`src/rtl/adder_pkg.sv`:
```
// Shared widths and load-FSM encoding for the adder front end.
package adder_pkg;
  localparam int BYTE_W_DEF = 8;
  localparam int WORD_W_DEF = 32;

  typedef enum logic [1:0] {
    LOAD_A = 2'd0,
    LOAD_B = 2'd1,
    FULL   = 2'd2
  } load_state_t;
endpackage

```
`src/rtl/button_debouncer.sv`:
```
// Two-flop synchroniser, stability counter and rising-edge pulse for one bouncy button.
module button_debouncer #(
  parameter int DEBOUNCE_CYCLES = 500000
) (
  input  logic clk,
  input  logic rst_n,
  input  logic btn,
  output logic rise
);
  localparam int CW = $clog2(DEBOUNCE_CYCLES);

  logic          sync_p0;
  logic          sync_p1;
  logic          stable;
  logic [CW-1:0] cnt;

  always_ff @(posedge clk or negedge rst_n) begin
    if (!rst_n) begin
      sync_p0 <= 1'b0;
      sync_p1 <= 1'b0;
      stable  <= 1'b0;
      cnt     <= '0;
      rise    <= 1'b0;
    end else begin
      sync_p0 <= btn;
      sync_p1 <= sync_p0;
      rise    <= 1'b0;
      if (sync_p1 == stable) begin
        cnt <= '0;
      end else if (cnt == CW'(DEBOUNCE_CYCLES - 1)) begin
        // Final differing sample: accept the new level; only a press raises an event.
        stable <= sync_p1;
        cnt    <= '0;
        rise   <= sync_p1;
      end else begin
        cnt <= cnt + CW'(1);
      end
    end
  end
endmodule

```
`src/rtl/operand_loader.sv`:
```
// Loads two WORD_W operands one switch byte per debounced "set" press; "clear" restarts entry.
module operand_loader
  import adder_pkg::*;
#(
  parameter int DEBOUNCE_CYCLES = 500000,
  parameter int BYTE_W          = BYTE_W_DEF,
  parameter int WORD_W          = WORD_W_DEF
) (
  input  logic              clk,
  input  logic              rst_n,
  input  logic [BYTE_W-1:0] inp,
  input  logic              set_btn,
  input  logic              clear_btn,
  output logic [WORD_W-1:0] numA,
  output logic [WORD_W-1:0] numB,
  output logic              operands_valid,
  output logic [2:0]        byte_idx,
  output logic              load_pulse
);
  logic              set_rise;
  logic              clr_rise;
  logic [BYTE_W-1:0] inp_p0;
  logic [BYTE_W-1:0] inp_p1;
  load_state_t       state;

  button_debouncer #(.DEBOUNCE_CYCLES(DEBOUNCE_CYCLES)) u_set_db (
    .clk   (clk),
    .rst_n (rst_n),
    .btn   (set_btn),
    .rise  (set_rise)
  );

  button_debouncer #(.DEBOUNCE_CYCLES(DEBOUNCE_CYCLES)) u_clr_db (
    .clk   (clk),
    .rst_n (rst_n),
    .btn   (clear_btn),
    .rise  (clr_rise)
  );

  // Switch byte synchroniser stage p0 -> p1
  always_ff @(posedge clk) begin
    inp_p0 <= inp;
    inp_p1 <= inp_p0;
  end

  always_ff @(posedge clk or negedge rst_n) begin
    if (!rst_n) begin
      numA           <= '0;
      numB           <= '0;
      byte_idx       <= 3'd0;
      operands_valid <= 1'b0;
      load_pulse     <= 1'b0;
      state          <= LOAD_A;
    end else begin
      // A set event that coincides with clear, or arrives while full, is dropped here.
      load_pulse <= set_rise && !clr_rise && (state != FULL);
      if (clr_rise) begin
        numA           <= '0;
        numB           <= '0;
        byte_idx       <= 3'd0;
        operands_valid <= 1'b0;
        state          <= LOAD_A;
      end else if (load_pulse) begin
        if (byte_idx[2])
          numB[int'(byte_idx[1:0])*BYTE_W +: BYTE_W] <= inp_p1;
        else
          numA[int'(byte_idx[1:0])*BYTE_W +: BYTE_W] <= inp_p1;
        byte_idx <= byte_idx + 3'd1;
        if (byte_idx == 3'd3) state <= LOAD_B;
        if (byte_idx == 3'd7) begin
          state          <= FULL;
          operands_valid <= 1'b1;
        end
      end
    end
  end
endmodule

```
`config.mk`:
```
export PLATFORM = sky130hd
export DESIGN_NAME = operand_loader
export DESIGN_NICKNAME = d
export VERILOG_FILES = /design/src/rtl/adder_pkg.sv /design/src/rtl/button_debouncer.sv /design/src/rtl/operand_loader.sv
export SDC_FILE = /design/constraint.sdc
export NUM_CORES = 1
export LEC_CHECK = 0
export CAP_MARGIN = 25
export CORE_ASPECT_RATIO = 0.6
export CORE_MARGIN = 1.5
export CORE_UTILIZATION = 45
export DETAILED_ROUTE_END_ITERATION = 6
export GPL_ROUTABILITY_DRIVEN = 0
export PLACE_DENSITY_LB_ADDON = 0.3
export SYNTH_ARGS = -nofsm -noshare
export SYNTH_HDL_FRONTEND = slang
export SYNTH_SLANG_ARGS = --single-unit
```
`constraint.sdc`:
```
create_clock -name clk -period 2.4 [get_ports clk]
set_input_delay 0.48 -clock clk [delete_from_list [all_inputs] [get_ports clk]]
set_output_delay 0.48 -clock clk [all_outputs]
set_load 0.01 [all_outputs]
```
* After elaboration in Yosys (flattened, before gate mapping)
Cells that the tools add are included.
Storage, ports and cells: flip-flop bits (word level) 133, input port bits 12, output and inout bits 69
Operators by class: add/subtract/negate cells 4, equal/unequal tests 8, shift-type cells 2, muxes and demuxes 25, bitwise logic cells 2, reduce and logical (&&, ||, !) cells 13
Operator list (count):
- $mux W32 | 6
- $mux W19 | 4
- $bwmux W32 | 2
- $add A19 B1 Y19 const B | 2
- $eq A19 B19 Y1 const B | 2
- $neg A5 Y33 | 1
- $shift A8 B33 Y32 const A | 1
- $shiftx A8 B33 Y32 | 1
- $reduce_and A2 Y1 | 6
- $mux W2 | 4
- $mux W1 | 7
- $mux W3 | 2
- $reduce_bool A2 Y1 | 3
- $add A3 B1 Y3 const B | 1
- $eq A3 B2 Y1 const B | 1
- $eq A3 B3 Y1 const B | 1
- $reduce_bool A3 Y1 | 1
- $eq A1 B1 Y1 | 2
- $logic_and A1 B1 Y1 | 2
- $ne A2 B1 Y1 const B | 1
- $ne A2 B2 Y1 const B | 1
- $not A1 Y1 | 2
- $logic_not A1 Y1 | 1

* Depth between registers and ports, before layout
Gate-level depths: netlist of run 1.
word-level depth 6, depth in mapped cells 7

* Hierarchy
Synthesis of run 1 repeated with hierarchy kept, for this count alone.
Unflattened totals: cells, all modules 489, area, all modules 5586.6 um^2
Modules (own cells, without submodules):
- operand_loader | instances 1, cells an instance 269, area an instance 3349.5 um^2, sequential area each 2097.0 um^2
- button_debouncer | instances 2, cells an instance 110, area an instance 1118.6 um^2, sequential area each 575.6 um^2

* Worst setup path before layout of run 1
No wires, ideal clock.
path kind register -> register, start reg byte_idx[0], end reg numA[16], setup time 67 ps, data arrival time 1934 ps, path slack 399 ps, cell stages (with the launch flop) 7, path buffers 0, clock period less this slack 2001 ps, path through dfrtp_1 -> inv_1 -> ha_1 -> nor2_1 -> nand4_1 -> nor3b_1 -> a22o_1
On the way: cells in the longest elaborated chain, start to end 6, elaborated cells on any way between the ends 7, those cells by class 1 x add/sub; 2 x shift; 4 x mux
Ends and longest elaborated chain:
- start: declaration | RTL line operand_loader.sv:17 | output logic [2:0] byte_idx,
- start signal: assignment | RTL line operand_loader.sv:68 | byte_idx <= byte_idx + 3'd1;
- $neg A5 Y33 * | RTL line operand_loader.sv:67 | numA[int'(byte_idx[1:0])*BYTE_W +: BYTE_W] <= inp_p1;
- $shiftx A8 B33 Y32 / $shift A8 B33 Y32 (equally long branches) | RTL line operand_loader.sv:67
- $bwmux W32 * | RTL line operand_loader.sv:67
- $mux W32 * | RTL line operand_loader.sv:64 | if (byte_idx[2])
- $mux W32 * | RTL line operand_loader.sv:63 | end else if (load_pulse) begin
- $mux W32 * | RTL line operand_loader.sv:57 | if (clr_rise) begin
- end signal: indexed assignment | RTL line operand_loader.sv:67
- end: declaration | RTL line operand_loader.sv:14 | output logic [WORD_W-1:0] numA,
Every way passes the cells marked *; elsewhere a longest branch is shown, timed or not. The select of a mux whose other input is x is not followed. A chain may end at the register's enable or synchronous reset.

* Final worst setup path of run 1
start reg u_set_db.cnt[0], end reg u_set_db.cnt[16]
On the way: cells in the longest elaborated chain, start to end 3, elaborated cells on any way between the ends 4, those cells by class 1 x add/sub; 1 x eq/ne; 2 x mux
Ends and longest elaborated chain:
- start: declaration | RTL line button_debouncer.sv:15 | logic [CW-1:0] cnt;
- start signal: assignment | RTL line button_debouncer.sv:36 | cnt <= cnt + CW'(1);
- $add A19 B1 Y19 / $eq A19 B19 Y1 (equally long branches) | RTL line button_debouncer.sv:36, button_debouncer.sv:30
- $mux W19 * | RTL line button_debouncer.sv:30 | end else if (cnt == CW'(DEBOUNCE_CYCLES - 1)) begin
- $mux W19 * | RTL line button_debouncer.sv:28 | if (sync_p1 == stable) begin
Every way passes the cells marked *; elsewhere a longest branch is shown, timed or not.

==> results.py, run 1 <==
metrics = {
    "yosys": {
        "netlist_instances": 487,
        "synth_top_area_frac": 0.560,
        "ys_types": 36,
        "synth-seq-cells": 133,
        "ys_seq_area_frac": 0.621,
        "yosys_warnings": 0,
        "syn_nets": 508,
        "avgSynthCellArea_um2": 10.7,
        "yosysTopAreaCell": "dfrtp_1",
        "synthTopCellsByArea": "dfrtp_1 (56%), nand2_1 (6.5%), dfxtp_1 (6.1%), o21ai_0 (5.4%), a22o_1 (2.5%)",
        "synth_area_um2": 5230,
    },
    "setup_path": {
        "reg2reg_depth": 5,
        "criticalPathCategory": "reg -> reg",
        "startpoint": "u_set_db.cnt[0]",
        "critPathLaunchType": "flop",
        "critPathMaxFanout": 5,
        "r2r-start": "u_set_db.cnt[0]",
        "cp.arrival_ns": 2.41,
        "crit_required_ns": 2.73,
        "cp-end-kind": "flop",
    },
    "final_layout": {
        "drive_above_1_share": 0.0829,
        "fin_nets": 599,
        "final_cells": 751,
        "final_util": 0.602,
        "antennaDiodeCount": 0,
        "nFillCells": 914,
        "syn_to_final_growth_pct": 30.1,
    },
    "cts": {
        "htree_levels": 4,
        "cts_buffer_depth": 2,
        "clock_sinks": 133,
        "cts_tree": "built",
        "root_buffer": "clkbuf_16",
        "cts_setup_buffers": 0,
        "hold_buffers": 0,
        "clk_pin_slew_ns": 0.06,
        "post_cts_resized": 0,
        "clkLatencyLatePin_ns": 0.41,
        "cts_buffers": 17,
    },
    "power": {
        "leakagePower_nw": 2.91,
        "power_density_nw_per_um2": 700,
        "peakVddDrop_mv": 0.480,
    },
    "placed_design": {
        "dp_slack_ns": 0.333,
        "port_buffers": 80,
        "dp_hpwl_um": 8650,
        "place_inst": 718,
    },
    "floorplan": {
        "die_area_um2": 12300,
        "core_um2": 11300,
        "die_h_um": 86.5,
        "start_util": 0.463,
        "io_pins": 81,
        "die_w_um": 142,
        "fp-row-count": 30,
    },
    "sta": {
        "drv_slew": 0,
        "tns_ns": 0,
        "timing.hold.ws_ns": 0.0103,
        "finalSetupViolCount": 0,
        "fin_crit_ns": 2.08,
        "rsz0062_at_grt": "false",
        "clock.fmax_ghz": 0.481,
        "worst_slew_pin_slew_ns": 1.04,
        "post-route-period-util": 0.867,
        "relSlewSlack": 0.309,
        "finalWorstSetupSlack_ns": 0.320,
        "skew_ns": 0.0101,
        "finalHoldViolCount": 0,
    },
    "drt": {
        "finalWirelength_um": 12000,
        "via_per_inst": 5.26,
        "wire_per_inst_um": 16.0,
        "drtIter0Drc": 223,
        "antenna_left": 0,
        "num_vias": 3948,
        "drc_errors": 0,
        "dr.pass1.iters": 5,
    },
    "global_route": {
        "overflow": 0,
        "grt_pass1_wl_um": 20200,
        "antenna_found_initial": 0,
        "grt.total_usage": 0.214,
        "grt_max_degree": 46,
        "grt_pass1_vias": 3996,
    },
    "run": {
        "cap_violations": 0,
    },
    "hold_path": {
        "hold_class": "in -> async",
    },
    "status": {
        "status": "completed",
    },
}
cells by family (layout without fill, tap and decap cells):
family	count (synthesis)	after routing	share of synthesized area
flip-flops	133	133	0.621
XOR/XNOR	27	27	0.0452
AND/OR/NAND/NOR	194	194	0.179
AO/OA/AOI/OAI	97	97	0.108
multiplexers	4	4	0.00814
adder cells (fa/ha/maj)	9	9	0.0215
buffers and inverters	23	127	0.0170
through the flow:
step / cell area, µm² / total power [W]
2_1_floorplan: 5230 / 0.00235
5_1_grt: 6800 / 0.00494
3_3_place_gp: 6250 / 0.00243
4_1_cts: 6790 / 0.00481
6_report: 6800 / 0.00476
3_5_place_dp: 6250 / 0.00244
synth_stat cells:
cell      instances
nor2_1           35
and4_1            5
nand3_2           1
nand3_1          13
ha_1              9
or3_1             7
clkbuf_1         12
buf_1             4
and3_1            3
a22o_1           15
and4b_1           2
mux2i_1           2
and2_1            3
o31ai_2           2
nor3_1            3
nor2b_1           2
nand4_1           9
o21ai_0          56
dfrtp_1         117
nand2_1          90
xnor2_1          12
o31ai_1           3
dfxtp_1          16
nand4_2           1
buf_2             2
a21oi_1          21
nor3b_1           4
or4_1             6
nor4_1            4
nand3b_1          2
xor2_1           15
or4b_2            1
mux2_2            2
inv_1             5
nor4b_1           2
and2_0            1
final timing paths:
| path | endpoint | slack, ns |
|---|---|---|
| hold / removal | numA[19] | 0.01 |
| max in group asynchronous | numA[30] | 1.80 |
| setup / recovery | u_set_db.cnt[16] | 0.32 |
| setup reg to reg | u_set_db.cnt[16] | 0.32 |
| hold reg to reg | inp_p1[3] | 0.33 |
| min in group clk | inp_p1[3] | 0.33 |
placed cells by master (no fill, tap or decap), drive strengths merged:
master         Yosys  final
clkinv             0      5
nor2b              2      2
dfrtp            117    117
mux2i              2      2
mux2               2      2
clkinvlp           0      2
o21ai             56     56
a21oi             21     21
nand4             10     10
buf                6     11
and2               4      4
nand3b             2      2
nor2              35     35
nor3               3      3
and3               3      3
ha                 9      9
clkbuf            12     18
or3                7      7
inv                5     12
and4b              2      2
o31ai              5      5
xnor2             12     12
nor4               4      4
or4b               1      1
and4               5      5
nor4b              2      2
clkdlybuf4s50      0     79
nand2             90     90
or4                6      6
nand3             14     14
nor3b              4      4
dfxtp             16     16
xor2              15     15
a22o              15     15
power breakdown:
part	internal, W	leakage, nW	switching, W	total (W)
logic	0.0000374	0.889	0.0000610	0.0000984
registers	0.00226	1.76	0.0000309	0.00230
clock network	0.00135	0.263	0.00102	0.00237
total	0.00365	2.91	0.00111	0.00476
area by class of cell:
class	instances	area, µm²	area share
sequential	133	3250	0.478
clock inverter	14	116	0.0171
clock buffer	18	429	0.0631
inverter	5	18.8	0.00276
timing repair buffer	90	898	0.132
tap	160	200	0.0294
multi-input combinational	331	1890	0.278
critical path: stages (launching register included):
cell,delay [ns]
dfrtp_1,0.42
ha_1,0.26
nand4_1,0.24
or4_1,0.62
or3_1,0.32
a21oi_1,0.15
sequential cells by signal (all words and copies together) (netlist names):
signal	cells
numA	32
numB	32
u_clr_db.cnt	19
u_set_db.cnt	19
inp_p0	8
inp_p1	8
byte_idx	3
state	2
load_pulse	1
operands_valid	1
u_clr_db.rise	1
u_clr_db.stable	1
u_clr_db.sync_p0	1
u_clr_db.sync_p1	1
u_set_db.rise	1
u_set_db.stable	1
u_set_db.sync_p0	1
u_set_db.sync_p1	1
layer usage:
| layer | global-route usage | up-vias | wire [µm] |
|---|---|---|---|
| li1 | - | 1878 | - |
| met1 | 0.318 | 1937 | 6060 |
| met2 | 0.310 | 115 | 5100 |
| met3 | 0.0575 | 18 | 709 |
| met4 | 0.0553 | 0 | 125 |
| met5 | 0 | - | 0 |
Power figures use the tool's default switching activity.
==> run 2, diff against run 1 <==
--- a/config.mk
+++ b/config.mk
@@ -11,7 +11,7 @@
 export CORE_UTILIZATION = 45
 export DETAILED_ROUTE_END_ITERATION = 6
 export GPL_ROUTABILITY_DRIVEN = 0
-export PLACE_DENSITY_LB_ADDON = 0.3
+export PLACE_DENSITY = 0.69
 export SYNTH_ARGS = -nofsm -noshare
 export SYNTH_HDL_FRONTEND = slang
 export SYNTH_SLANG_ARGS = --single-unit
==> run 2 against run 1 <==
Effect of this change: non-clock buffer count is 1 higher; final cell count is 0.13% higher; clock power rose by 23%; wire length rose by 2.1%; via count is 1.0% higher; highest routed layer unchanged.
==> results.py, run 2 (synthesis results as in run 1) <==
metrics = {
    "global_route": {
        "grt_pass1_vias": 3976,
        "overflow": 0,
        "antenna_found_initial": 0,
        "grt.total_usage": 0.219,
        "grt_pass1_wl_um": 20600,
        "grt_max_degree": 46,
    },
    "setup_path": {
        "cp.arrival_ns": 2.39,
        "r2r-start": "u_set_db.cnt[5]",
        "cp-end-kind": "flop",
        "cp_top_family": "simple AND/OR/NAND/NOR gates",
        "crit_top_cell": "or4_1",
        "criticalPathCategory": "reg -> reg",
        "rrSetupSlack_ns": 0.32,
        "rr_endpoint": "u_set_db.cnt[17]",
        "critPathMaxFanout": 7,
        "crit_required_ns": 2.71,
        "path_cells": "nand4_2 > or4_1 > or4_1 > a21oi_1",
        "cpPeakStageDelay_ns": 0.64,
        "slowest_stage": "or4_1",
        "critPathLaunchType": "flop",
        "cp_num_buf_inv": 0,
        "reg2reg_depth": 4,
        "startpoint": "u_set_db.cnt[5]",
    },
    "cts": {
        "root_buffer": "clkbuf_16",
        "cts_tree": "built",
        "cts_buffers": 17,
        "clock_sinks": 133,
        "cts_setup_buffers": 0,
        "htree_levels": 4,
        "cts_buffer_depth": 2,
        "clkLatencyLatePin_ns": 0.40,
        "clk_pin_slew_ns": 0.06,
        "post_cts_resized": 0,
        "hold_buffers": 0,
    },
    "power": {
        "leakagePower_nw": 2.97,
        "power_density_nw_per_um2": 765,
        "p_sw_w": 0.00103,
        "p_int_w": 0.00428,
        "seq_power_share": 0.432,
        "p_comb_frac": 0.019,
        "clockPowerShare": 0.549,
        "switching_share": 0.194,
        "peakVddDrop_mv": 0.523,
    },
    "sta": {
        "finalHoldViolCount": 0,
        "finalSetupViolCount": 0,
        "worst_slew_pin_slew_ns": 1.00,
        "fin_crit_ns": 2.08,
        "clock.fmax_ghz": 0.481,
        "drv_slew": 0,
        "post-route-period-util": 0.866,
        "skew_ns": 0.0121,
        "rsz0062_at_grt": "false",
        "tns_ns": 0,
        "relSlewSlack": 0.333,
    },
    "drt": {
        "antenna_left": 0,
        "num_vias": 3988,
        "drtIter0Drc": 236,
        "dr.pass1.iters": 5,
        "drc_errors": 0,
        "wire_per_inst_um": 16.3,
        "finalWirelength_um": 12200,
        "via_per_inst": 5.30,
    },
    "final_layout": {
        "reg_top3": "numA: 32 flops, numB: 32 flops",
        "drive_above_1_share": 0.0828,
        "final_cell_mix": "dfrtp_1 (117), nand2_1 (90), clkdlybuf4s50_1 (79)",
        "fin_nets": 600,
        "syn_to_final_growth_pct": 32.7,
        "antennaDiodeCount": 0,
        "final_common_cell": "dfrtp_1",
        "final_util": 0.614,
    },
    "floorplan": {
        "start_util": 0.463,
        "core_um2": 11300,
        "fp-row-count": 30,
        "die_h_um": 86.5,
        "die_area_um2": 12300,
        "io_pins": 81,
        "die_w_um": 142,
    },
    "placed_design": {
        "dp_hpwl_um": 8580,
        "port_buffers": 80,
    },
    "status": {
        "status": "completed",
    },
    "hold_path": {
        "hold_class": "in -> async",
    },
    "run": {
        "cap_violations": 0,
    },
}
[run 2: cell count changes in the layout (fill, tap and decap cells not counted)]
| cell | change |
|---|---|
| buf_4 | +1 |
| bufinv_16 | +6 |
| inv_6 | -7 |
| clkinv_4 | -1 |
| clkbuf_1 | +1 |
| clkbuf_8 | +1 |
[run 2: how the worst max path moves through the flow]
stage,end,depth (start not counted)
final,u_set_db.cnt[17],4
after global routing,numB[30],3
after CTS,numB[14],4
after detailed placement,numB[14],4
after global placement,u_clr_db.stable,4
after floorplan,numA[16],6
[run 2: power groups by stage]
| stage | Sequential [W] | Clock, W | Combinational (W) |
|---|---|---|---|
| after CTS | 0.00229 | 0.00296 | 0.000105 |
| after global routing | 0.00230 | 0.00307 | 0.000115 |
| after global placement | 0.00233 | 0 | 0.000101 |
| final | 0.00229 | 0.00292 | 0.0000998 |
| after floorplan | 0.00232 | 0 | 0.0000255 |
| after detailed placement | 0.00233 | 0 | 0.000104 |
[run 2: area by class of cell]
| type | count | area (µm²) |
|---|---|---|
| sequential | 133 | 3250 |
| fill | 893 | 4360 |
| tap | 160 | 200 |
| clock buffer | 20 | 447 |
| clock inverter | 12 | 226 |
| timing repair buffer | 91 | 906 |
| multi-input combinational | 331 | 1890 |
| inverter | 5 | 18.8 |
[run 2: metal layers]
| layer | GRT usage | vias up | routed length [µm] |
|---|---|---|---|
| met5 | 0 | - | 0 |
| met2 | 0.319 | 114 | 5290 |
| met1 | 0.324 | 1982 | 6150 |
| met3 | 0.0552 | 16 | 671 |
| li1 | - | 1876 | - |
| met4 | 0.0684 | 0 | 136 |
[run 2: worst register-to-register path, stage by stage (launching register included)]
cell and delay (ns):
dfrtp_1 0.47, nand4_2 0.20, or4_1 0.64, or4_1 0.51, a21oi_1 0.17
[run 2: through the flow]
stage	worst slack [ns]	power, W	hold slack, ns	instance area, µm²	instances
6_report	0.321	0.00531	0.0673	6940	752
5_1_grt	0.168	0.00548	0.0999	6940	752
4_1_cts	0.283	0.00536	0.0888	6930	751
3_5_place_dp	0.288	0.00244	0.312	6260	719
3_3_place_gp	0.411	0.00243	0.311	6250	718
2_1_floorplan	0.399	0.00235	0.184	5230	487
